[src/rtl/nx_fifo_wm.sv]
// nx_fifo_wm: single-clock show-ahead FIFO with any DEPTH.
// It has runtime almost-full and almost-empty thresholds, write-through when full,
// sticky underflow and overflow flags, and an occupancy high-watermark.
module nx_fifo_wm #(
  parameter int DEPTH      = 8,
  parameter int WIDTH      = 128,
  parameter int DATA_RESET = 1,
  localparam int CNT_W     = $clog2(DEPTH + 1),
  localparam int PTR_W     = $clog2(DEPTH)
) (
  input  logic             clk,
  input  logic             rst_n,
  input  logic             wen,
  input  logic             ren,
  input  logic             clear,
  input  logic             hwm_clear,
  input  logic [WIDTH-1:0] wdata,
  input  logic [CNT_W-1:0] af_thresh,
  input  logic [CNT_W-1:0] ae_thresh,
  output logic [WIDTH-1:0] rdata,
  output logic             empty,
  output logic             full,
  output logic             almost_full,
  output logic             almost_empty,
  output logic [CNT_W-1:0] used_slots,
  output logic [CNT_W-1:0] free_slots,
  output logic             underflow,
  output logic             overflow,
  output logic             unf_sticky,
  output logic             ovf_sticky,
  output logic [CNT_W-1:0] high_watermark
);

  localparam logic [CNT_W-1:0] DEPTH_CNT = CNT_W'(DEPTH);
  localparam logic [PTR_W-1:0] LAST_PTR  = PTR_W'(DEPTH - 1);

  logic [PTR_W-1:0] rptr_reg, rptr_next;
  logic [PTR_W-1:0] wptr_reg, wptr_next;
  logic [CNT_W-1:0] used_reg, used_next;
  logic [CNT_W-1:0] hwm_reg, hwm_next;
  logic             unf_reg, unf_next;
  logic             ovf_reg, ovf_next;
  logic             unf_sticky_reg, unf_sticky_next;
  logic             ovf_sticky_reg, ovf_sticky_next;
  logic             rd_ok, wr_ok, mem_we;
  logic [WIDTH-1:0] mem [DEPTH];

  assign empty = (used_reg == '0);
  assign full  = (used_reg == DEPTH_CNT);

  // A pop frees a slot in the same cycle, so a full FIFO can still take a write alongside a read.
  assign rd_ok  = ren & ~empty;
  assign wr_ok  = wen & (~full | rd_ok);
  // clear discards a write in the same cycle. Reset is handled in the storage block below.
  assign mem_we = wr_ok & ~clear;

  // Next-state logic for the pointers, occupancy, watermark and error flags.
  always_comb begin
    rptr_next       = rptr_reg;
    wptr_next       = wptr_reg;
    used_next       = used_reg;
    unf_next        = 1'b0;
    ovf_next        = 1'b0;
    unf_sticky_next = unf_sticky_reg;
    ovf_sticky_next = ovf_sticky_reg;
    if (clear) begin
      rptr_next       = '0;
      wptr_next       = '0;
      used_next       = '0;
      unf_sticky_next = 1'b0;
      ovf_sticky_next = 1'b0;
    end else begin
      // The pointers wrap by explicit compare, so DEPTH does not need to be a power of two.
      if (rd_ok) rptr_next = (rptr_reg == LAST_PTR) ? '0 : rptr_reg + PTR_W'(1);
      if (wr_ok) wptr_next = (wptr_reg == LAST_PTR) ? '0 : wptr_reg + PTR_W'(1);
      used_next       = used_reg + CNT_W'(wr_ok) - CNT_W'(rd_ok);
      unf_next        = ren & empty;
      ovf_next        = wen & ~wr_ok;
      unf_sticky_next = unf_sticky_reg | unf_next;
      ovf_sticky_next = ovf_sticky_reg | ovf_next;
    end
    // The watermark uses occupancy after clear, and clear does not reset it.
    if (hwm_clear)                  hwm_next = used_next;
    else if (used_next > hwm_reg)   hwm_next = used_next;
    else                            hwm_next = hwm_reg;
  end

  // Control state register with synchronous active-low reset.
  always_ff @(posedge clk) begin
    if (!rst_n) begin
      rptr_reg       <= '0;
      wptr_reg       <= '0;
      used_reg       <= '0;
      hwm_reg        <= '0;
      unf_reg        <= 1'b0;
      ovf_reg        <= 1'b0;
      unf_sticky_reg <= 1'b0;
      ovf_sticky_reg <= 1'b0;
    end else begin
      rptr_reg       <= rptr_next;
      wptr_reg       <= wptr_next;
      used_reg       <= used_next;
      hwm_reg        <= hwm_next;
      unf_reg        <= unf_next;
      ovf_reg        <= ovf_next;
      unf_sticky_reg <= unf_sticky_next;
      ovf_sticky_reg <= ovf_sticky_next;
    end
  end

  // Each entry is its own register. An entry is zeroed on reset only when DATA_RESET is set.
  for (genvar gi = 0; gi < DEPTH; gi++) begin : g_entry
    logic [WIDTH-1:0] entry_reg;

    // Store write data when the write pointer selects this entry.
    always_ff @(posedge clk) begin
      if (!rst_n) begin
        if (DATA_RESET != 0) entry_reg <= '0;
      end else if (mem_we && (wptr_reg == PTR_W'(gi))) begin
        entry_reg <= wdata;
      end
    end

    assign mem[gi] = entry_reg;
  end

  // Show-ahead output: rdata is the head entry, and rdata is zero while the FIFO is empty.
  assign rdata = empty ? '0 : mem[rptr_reg];

  assign used_slots     = used_reg;
  assign free_slots     = DEPTH_CNT - used_reg;
  assign almost_full    = (used_reg >= af_thresh);
  assign almost_empty   = (used_reg <= ae_thresh);
  assign underflow      = unf_reg;
  assign overflow       = ovf_reg;
  assign unf_sticky     = unf_sticky_reg;
  assign ovf_sticky     = ovf_sticky_reg;
  assign high_watermark = hwm_reg;

endmodule

[config.mk]
export PLATFORM = sky130hd
export DESIGN_NAME = nx_fifo_wm
export DESIGN_NICKNAME = d
export VERILOG_FILES = /design/src/rtl/nx_fifo_wm.sv
export SDC_FILE = /design/constraint.sdc
export NUM_CORES = 2
export LEC_CHECK = 0
export BUFFER_PORTS_ARGS = -buffer_cell sky130_fd_sc_hd__buf_4
export CAP_MARGIN = 15
export CORE_MARGIN = 10
export CORE_UTILIZATION = 40
export CTS_CLUSTER_SIZE = 12
export DETAILED_ROUTE_END_ITERATION = 7
export SLEW_MARGIN = 15
export SYNTH_ARGS = -nofsm -noshare
export SYNTH_HDL_FRONTEND = slang
export SYNTH_SLANG_ARGS = --single-unit
[constraint.sdc]
create_clock -name clk -period 7.8 [get_ports clk]
set_input_delay 1.56 -clock clk [delete_from_list [all_inputs] [get_ports clk]]
set_output_delay 1.56 -clock clk [all_outputs]
set_load 0.005 [all_outputs]
==> flow_summary.json <==
{
  "netlist_area_mm2": 0.0469,
  "worstSetupEndpointType": "output pin",
  "synth_flop_cell": "dfxtp_1",
  "rsz0062_at_grt": "no",
  "cp-start-kind": "flip-flop",
  "fin_util": 0.452,
  "global_route.usage.total": 0.189,
  "io_buffers": 289,
  "totalWireLength_mm": 128,
  "h-tree-depth": 3,
  "cts_buffers": 114,
  "yosysUniqueCellTypes": 39,
  "cts-root-buf": "clkbuf_16",
  "rows": 125,
  "synthesis.nets": 5572,
  "synth_most_common_cell": "nand2_1",
  "routedWlPerCell_um": 18.7,
  "vias_per_cell": 5.38,
  "cts.sinks": 1042,
  "synth_edf_count": 0,
  "power_density_mw_per_mm2": 223,
  "layout_min_cycle_time_ns": 5.02,
  "via_count": 36700,
  "worstPathArrival_ns": 3.46,
  "post_cts_buffers": 0,
  "yosys_warnings": 0,
  "gr-total-overflow": 0,
  "die_area_mm2": 0.131,
  "drt_pass1_iterations": 6,
  "synth_top_cell_area_share": 0.445,
  "dp_hpwl_mm": 69.2,
  "grt_max_degree": 267,
  "cts_resized": 0,
  "finClkSkew_ns": 0.0311,
  "critPathKind": "flip-flop to output pin",
  "p_leak_nw": 17.0,
  "place.gp.congestion": 0.722,
  "seq_area_frac_synth": 0.445,
  "tightestPinTransition_ns": 1.11,
  "cts_tree": "yes",
  "start_util": 0.403,
  "hold_buffers": 0,
  "die_h_um": 362,
  "critPathRequiredTime_ns": 6.24,
  "grt_antenna_before_repair": 18,
  "ios": 290,
  "synthToLayoutAreaGrowth_pct": 11.9,
  "synth_area_leaders": "dfxtp_1 (44%), mux4_2 (12%), nand2_1 (10%)",
  "largest_reg_flops": 1024,
  "clkSlewWorstSetupHoldPaths_ns": 0.06,
  "drive_above_1_share": 0.154,
  "grt_pass1_wl_mm": 202,
  "fmax_ghz": 0.199,
  "cts.path.max_buffers": 3,
  "slew-limit-headroom": 0.261,
  "timing.final.hold_violations": 0,
  "core_mm2": 0.116,
  "yosys.area.top_type": "dfxtp_1",
  "fin_setup_tns_ns": 0,
  "nets": 5378,
  "cap_violations": 0,
  "ys_ff_latch": 1042,
  "synth_common_cells": "nand2_1 (1289), dfxtp_1 (1042), nand3_1 (740)",
  "final_max_slew_viol_count": 0,
  "grt_pass1_vias": 34600,
  "fillers": 11200,
  "setup_viol": 0,
  "clkLatencyLatePin_ns": 0.71,
  "hold_ws_ns": 0.443,
  "hold_path_class": "flip-flop to flip-flop",
  "synth_cells": 5402,
  "async_flop_share": 0,
  "avgSynthCellArea_um2": 8.68,
  "ant_nets": 0,
  "status": "completed",
  "layout_worst_path_cycle_share": 0.644,
  "drt_iter0_drc": 3036,
  "die_w_um": 362,
  "worstPathMaxFanout": 44,
  "drc": 0,
  "vdd_drop_max_mv": 0.171
}
-- placed cells by master (no fill, tap or decap), types with 3 or more instances in the layout --
cell type and count:
a21boi_0 256, clkbuf_16 117, and3_4 6, and2_4 3, dfxtp_1 1039, o21ai_0 532
nor2_1 143, dfxtp_4 3, o21ai_1 237, buf_4 309, bufinv_16 6, diode_2 8
nand2b_1 3, nand3_1 740, clkbuf_8 28, mux2i_1 133, a21oi_1 11, clkinv_2 19
buf_12 23, nand2_1 1287, nor2b_1 7, clkinvlp_4 3, o21ai_2 3, nand3_2 30
clkbuf_1 27, inv_1 21, mux4_2 256, ha_1 27
-- area by class of cell --
class	instances	area (µm²)	share of cell area
diodes	8	20.0	0.000382
multi-input cells	3696	23000	0.439
repair buffers	333	2800	0.0533
clock buffers	172	3410	0.0651
clock inverters	34	377	0.00718
flip-flops and latches	1042	20900	0.398
well taps	1524	1910	0.0363
inverters	21	78.8	0.00150
-- final timing paths --
| path | startpoint | end | slack [ns] | cells after the start |
|---|---|---|---|---|
| max | rptr_reg[0]$_SDFFE_PP0N_ | rdata[113] | 2.78 | 5 |
| min | g_entry[1].entry_reg[85]$_SDFFE_PN0P_ | g_entry[1].entry_reg[85]$_SDFFE_PN0P_ | 0.44 | 2 |
| max reg2reg | used_slots[1]$_SDFF_PN0_ | high_watermark[0]$_SDFFE_PN0P_ | 3.60 | 16 |
| min reg2reg | g_entry[1].entry_reg[85]$_SDFFE_PN0P_ | g_entry[1].entry_reg[85]$_SDFFE_PN0P_ | 0.44 | 2 |
-- cells by family (layout without fill, tap and decap cells) --
kind of cell	Yosys count	after routing	share of synthesized area
flip-flops	1042	1042	0.445
adder cells (fa/ha/maj)	28	28	0.00763
XOR/XNOR	3	3	0.000561
other	0	8	0
AND/OR/NAND/NOR	2231	2231	0.205
multiplexers	390	390	0.152
AO/OA/AOI/OAI	1044	1044	0.126
buffers and inverters	664	560	0.0647
-- routing by layer --
layer	vias up	share of wire	wire (µm)	track usage
li1	18100	-	-	-
met1	17600	0.45	57800	0.256
met2	853	0.47	60200	0.309
met3	170	0.056	7220	0.0339
met4	20	0.021	2670	0.0507
met5	-	0.0012	151	0
-- per-stage QoR --
step                      worst slack [ns]  cell area, µm²  total power, mW  std cells
after floorplan                       3.50           46900             6.08       5402
after global placement                3.18           48700             6.34       6616
after detailed placement              3.21           48700             6.35       6616
after CTS                             2.68           52500             11.8       6822
after global routing                  2.49           52500             12.1       6829
final                                 2.78           52500             11.7       6830
-- worst max-delay path: stages, from the launching register on --
cell and delay (ns):
dfxtp_4 0.80, buf_4 0.78, mux4_2 0.59, mux2i_1 0.27
nor2_1 0.07, buf_4 0.15
-- report_power, final --
part           switching (mW)  total [mW]  internal [mW]
clock                    2.26        5.46           3.21
sequential             0.0372        5.42           5.38
combinational           0.519       0.806          0.287
Power figures use the tool's default switching activity.
